[config.mk]
export PLATFORM = sky130hd
export DESIGN_NAME = sd_spi_byte
export DESIGN_NICKNAME = d
export VERILOG_FILES = /design/src/rtl/sd_spi_byte.sv
export SDC_FILE = /design/constraint.sdc
export NUM_CORES = 1
export LEC_CHECK = 0
export CAP_MARGIN = 5
export CORE_UTILIZATION = 40
export DETAILED_ROUTE_END_ITERATION = 10
export PLACE_DENSITY = 0.65
export SLEW_MARGIN = 20
export SYNTH_ARGS = -nofsm -noshare
export SYNTH_HDL_FRONTEND = slang
export SYNTH_SLANG_ARGS = --single-unit
[constraint.sdc]
create_clock -name clk -period 3.03 [get_ports clk]
set_input_delay 0.303 -clock clk [delete_from_list [all_inputs] [get_ports clk]]
set_output_delay 0.303 -clock clk [all_outputs]
set_load 0.02 [all_outputs]
[src/rtl/sd_spi_byte.sv]
// SPI mode-0 byte exchanger for the SD card: MSB-first shift out/in, SCK idles low,
// plus ownership of the card chip-select line.
module sd_spi_byte #(
  parameter int unsigned DIV = 2
) (
  input  logic       clk,
  input  logic       rst,
  input  logic       start,
  input  logic [7:0] senddata,
  output logic       rdy,
  output logic [7:0] recvdata,
  input  logic       cs_wr,
  input  logic       cs_val,
  output logic       sd_clk,
  output logic       sd_do,
  input  logic       sd_di,
  output logic       sd_cs_n
);

  localparam int unsigned   DW       = (DIV > 1) ? $clog2(DIV) : 1;
  localparam logic [DW-1:0] DIV_LAST = DW'(DIV - 1);

  localparam logic [0:0] S_IDLE = 1'b0;
  localparam logic [0:0] S_BUSY = 1'b1;

  logic [0:0]    state_q,     state_d;
  logic [DW-1:0] divcnt_q,    divcnt_d;
  logic [2:0]    bitcnt_q,    bitcnt_d;
  logic [7:0]    shift_out_q, shift_out_d;
  logic [7:0]    shift_in_q,  shift_in_d;
  logic [7:0]    recvdata_q,  recvdata_d;
  logic          sd_clk_q,    sd_clk_d;
  logic          sd_cs_n_q,   sd_cs_n_d;

  always_comb begin
    state_d     = state_q;
    divcnt_d    = divcnt_q;
    bitcnt_d    = bitcnt_q;
    shift_out_d = shift_out_q;
    shift_in_d  = shift_in_q;
    recvdata_d  = recvdata_q;
    sd_clk_d    = sd_clk_q;
    sd_cs_n_d   = sd_cs_n_q;

    case (state_q)
      S_IDLE: begin
        if (cs_wr) begin
          sd_cs_n_d = cs_val;
        end
        if (start) begin
          state_d     = S_BUSY;
          shift_out_d = senddata;
          bitcnt_d    = '0;
          divcnt_d    = '0;
          sd_clk_d    = 1'b0;
        end
      end
      S_BUSY: begin
        if (divcnt_q != DIV_LAST) begin
          divcnt_d = divcnt_q + 1'b1;
        end else begin
          divcnt_d = '0;
          if (!sd_clk_q) begin
            sd_clk_d = 1'b1;
          end else begin
            // Falling SCK edge: sample MISO and present the next MOSI bit together.
            sd_clk_d    = 1'b0;
            shift_in_d  = {shift_in_q[6:0], sd_di};
            shift_out_d = {shift_out_q[6:0], 1'b0};
            bitcnt_d    = bitcnt_q + 3'd1;
            if (bitcnt_q == 3'd7) begin
              recvdata_d = {shift_in_q[6:0], sd_di};
              bitcnt_d   = '0;
              state_d    = S_IDLE;
            end
          end
        end
      end
      default: state_d = S_IDLE;
    endcase
  end

  always_ff @(posedge clk) begin
    if (rst) begin
      state_q     <= S_IDLE;
      divcnt_q    <= '0;
      bitcnt_q    <= '0;
      shift_out_q <= '0;
      shift_in_q  <= '0;
      recvdata_q  <= '1;
      sd_clk_q    <= 1'b0;
      sd_cs_n_q   <= 1'b1;
    end else begin
      state_q     <= state_d;
      divcnt_q    <= divcnt_d;
      bitcnt_q    <= bitcnt_d;
      shift_out_q <= shift_out_d;
      shift_in_q  <= shift_in_d;
      recvdata_q  <= recvdata_d;
      sd_clk_q    <= sd_clk_d;
      sd_cs_n_q   <= sd_cs_n_d;
    end
  end

  assign rdy      = (state_q == S_IDLE);
  assign recvdata = recvdata_q;
  assign sd_clk   = sd_clk_q;
  assign sd_do    = (state_q == S_BUSY) ? shift_out_q[7] : 1'b1;
  assign sd_cs_n  = sd_cs_n_q;

endmodule

Word level (Yosys, flattened, before mapping). Cells that the tools add are included.

ROM bits: 0. Flip-flop bits (word level): 30. Memories kept: 0. Bits in latches: 0. RAM bits: 0. Input bits: 14.

Equality and inequality tests: 4. Shift-type cells: 0. Bitwise operators: 1. Divide/modulo/power cells: 0. Order comparisons: 0. Multiply operators: 0. Multiplexer cells: 21. Add/sub/neg operators: 2. Reduce and logical (&&, ||, !) cells: 5.

Operator list (number): two-way mux 8 bit (3); one-hot mux 8 bit (2 select lines) (1); two-way mux 3 bit (4); two-way mux 1 bit (9); one-hot mux 1 bit (2 select lines) (3); one-hot mux 3 bit (2 select lines) (1); AND reduction 3 bit (2); inequality test 2 x 1 -> 1 bit, second input constant (2); AND reduction 2 bit (2); AND reduction 4 bit (1); adder 3 x 1 -> 3 bit, second input constant (1); == test 3 bit, second input constant (1); inequality test 2 bit, second input constant (1); adder 1 bit, second input constant (1); inverter 1 bit (1).

Longest topological paths before layout.
Depth after elaboration: 5. Depth in mapped cells: 7.

Worst setup path after synthesis. OpenSTA, ideal clock, no wires.

Kind: flip-flop to flip-flop. Start point: reg sd_clk_q, in the netlist sd_clk. End point: reg recvdata_q[0], in the netlist recvdata[0]. Setup time: 120 ps. Period minus slack after synthesis: 1402 ps. Required time: 2910 ps. Buffers on the path: 2. Path slack: 1628 ps. Stages on the path, launching flop included: 6. Arrival: 1283 ps. Cell sequence: dfxtp_1 -> and3_4 -> buf_6 -> buf_6 -> nand2_4 -> a211o_1.

Longest elaborated chain between the ends: 1.

Ends and longest elaborated chain: from (decl) (line 32) `logic sd_clk_q, sd_clk_d;`; from (signal assigned) (line 100) `sd_clk_q <= sd_clk_d;`; AND reduction 4 bit (no line); to (signal assigned) (line 99) `recvdata_q <= recvdata_d;`; to (decl) (line 31) `logic [7:0] recvdata_q, recvdata_d;`.

No other way between the ends. A chain may end at the register's enable or synchronous reset.

Worst setup path after layout.
Start point: reg state_q. End point: out sd_do.

Longest elaborated chain between the ends: 1.

Ends and longest elaborated chain: from (decl) (line 26) `logic [0:0] state_q, state_d;`; from (signal assigned) (line 94) `state_q <= state_d;`; two-way mux 1 bit (line 108) `assign sd_do = (state_q == S_BUSY) ? shift_out_q[7] : 1'b1;`; to (decl) (line 15) `output logic sd_do,`.

No other way between the ends.

==> summary.md <==
| Metric | Value |
|---|---|
| Total chip power | `0.734 mW` |
| Pin count of the biggest net entering global routing | `31` |
| Slew HR | `28.6%` |
| Crit path capture type | `output pin` |
| Max frequency | `520 MHz` |
| Placeable Area | `2850 um2` |
| PD cells | `482 nW/um2` |
| Port Buf Inserts | `25` |
| Sequential-to-total area share from yosys stat | `48.5%` |
| Detailed Route WL | `2400 um` |
| Post-route DRC | `1` |
| Post-CTS sizing | `0` |
| Sequential cell area | `601 um2` |
| Tightest Pin Transition | `1.07 ns` |
| Global route overflow | `0` |
| CTS tree | `built` |
| Area grow syn2layout | `22.9%` |
| Deepest clock path buffer count | `2` |
| # H-tree levels | `2` |
| DP HPWL | `1600 um` |
| Diode count | `0` |
| Worst-path maximum fanout | `10` |
| Setup tns final | `0 ns` |
| CP arrival | `1.62 ns` |
| Final Util | `53.4%` |
| Post-Layout Inst Area | `1520 um2` |
| Status | `complete, but fails checks` |
| Setup Skew | `0.00487 ns` |
| Insertion delay to the later sink of the worst-skew pair | `0.33 ns` |
| Ratio of cells with drive above 1 in the final layout | `6.45%` |
| Vias in the first global route | `949` |
| Vias per Instance | `5.37` |
| Hold_buf cts | `0` |
| Site Rows | `19` |
| Worst Hold Class | `reg2reg` |
| Clk sinks | `30` |
| Synth warn | `0` |
| Placed Area | `1460 um2` |
| # setup viols final | `0` |
| All-Layer GR Usage | `17.1%` |
| Fill cells | `289` |
| Tcrit/Tclk final | `63.4%` |
| Root Driver | `clkbuf_4` |
| Final hold violation count | `0` |
| Antenna-violating nets left | `0` |
| Synth Register Bits | `30` |
| Mapped Nets | `148` |
| First-iteration detailed-routing DRC count | `20` |
| Mapped cell area | `1240 um2` |
| Reported leakage power | `0.598 nW` |
| CP startpoint kind | `flip-flop` |
| DIE AREA | `3320 um2` |
| MaxCap Viol Count | `0` |
| WS Path Type | `reg2out` |
| Number of distinct library cells after synthesis | `22` |
| Post-Syn Instances | `132` |
| # IOs | `26` |
| Setup bufs post-CTS | `0` |
| CP Data Required Time | `2.73 ns` |
| Largest vdd supply drop | `0.261 mV` |
| First-pass GRT wire length | `4200 um` |
| Vias after detailed routing | `999` |
| Mapped Avg Cell Area | `9.38 um2` |
| Routed WL per cell | `12.9 um` |
| RSZ-0062 raised after global routing | `false` |
| First-pass DRT Iterations | `9` |
| Die Height | `57.7 um` |
| Final worst path period need | `1.92 ns` |
| Initial Utilization | `43.4%` |
| Cts bufs inserted | `5` |
| RD Place Congestion | `0.685` |
| Initial antenna violation count | `0` |
| Die Wd | `57.7 um` |
| Worst-path clk slew | `0.09 ns` |
| Multi-input gate area in the final layout | `562 um2` |
| Final count of pins violating max slew | `0` |
| Nets | `170` |
| Violated checks | `design-rule violations` |
==> cell usage in the layout, fill, tap and decap left out, drive strengths merged <==
cell	count
clkinv	1
dfxtp	30
nor3b	1
inv	1
nor2	3
buf	1
a211oi	9
nand3	5
o21bai	1
and3	9
ha	2
clkdlybuf4s50	25
nor2b	2
nand2	19
a21oi	14
clkbuf	7
mux2i	7
nand2b	2
a211o	8
nor3	7
or4	1
==> final timing paths <==
kind                                   start                         end  slack, ns  cells after the start
setup / recovery          state_q$_SDFF_PP0_                       sd_do       1.11                      3
hold / removal    shift_in_q[6]$_SDFFE_PP0P_  shift_in_q[6]$_SDFFE_PP0P_       0.46                      2
setup reg to reg          state_q$_SDFF_PP0_    bitcnt_q[0]$_SDFFE_PP0P_       1.42                      3
hold reg to reg   shift_in_q[6]$_SDFFE_PP0P_  shift_in_q[6]$_SDFFE_PP0P_       0.46                      2
==> final cells by class <==
| cell class | instances | share of cell area (%) |
|---|---|---|
| repair buffers | 26 | 16.9 |
| inverters | 1 | 0.247 |
| clock inverters | 1 | 0.329 |
| multi-input cells | 90 | 36.9 |
| clock buffers | 7 | 3.62 |
| flip-flops and latches | 30 | 39.4 |
| well taps | 31 | 2.55 |
==> state kept, by name, indices dropped and copies added, names as in the netlist <==
signal       flops
state_q          1
divcnt_q         1
sd_clk           1
bitcnt_q         3
sd_cs_n          1
shift_in_q       7
shift_out_q      8
recvdata         8
==> metrics by stage <==
step	hold slack (ns)	worst slack (ns)	std cells
after floorplan	0.432	1.63	132
after global placement	0.438	1.19	178
after detailed placement	0.448	1.17	178
after CTS	0.462	1.09	186
after global routing	0.496	1.03	186
final	0.463	1.11	186
==> cells in the mapped netlist, drive strengths merged <==
cell type	instances	share of area (%)
inv	1	0.30
nand2b	2	1.0
clkbuf	6	1.8
nor2b	2	1.0
o21bai	1	0.61
mux2i	7	5.7
a211oi	9	5.5
and3	9	4.9
nand2	19	6.4
nor3	7	2.8
ha	2	2.0
a21oi	14	5.7
or4	1	0.61
nor2	3	0.91
nor3b	1	0.61
buf	5	4.0
nand3	5	2.0
dfxtp	30	48
a211o	8	5.7
==> power by group <==
group / total (mW) / internal (mW) / switching [mW]
registers: 0.414 / 0.406 / 0.00799
logic: 0.0729 / 0.0385 / 0.0344
clock network: 0.247 / 0.112 / 0.135
total: 0.734 / 0.557 / 0.178
==> kinds of logic after synthesis <==
family          share of synthesized area, %
mux                                     5.66
fa+ha+maj                               2.02
flops                                   48.5
buf+inv                                 6.16
compound gates                          17.4
simple gates                            20.3
==> critical path: stages (launching register included) <==
cell and delay, ns:
dfxtp_1 0.45, buf_4 0.24, nand2b_1 0.07, clkdlybuf4s50_1 0.53
==> per-layer routing <==
metal,part of all wire (%),track usage (%),up-vias
li1,-,-,519
met1,49,21.3,453
met2,45,26.1,20
met3,3.0,4.69,7
met4,2.3,11.2,0
met5,0,0,-
Power figures use the tool's default switching activity.
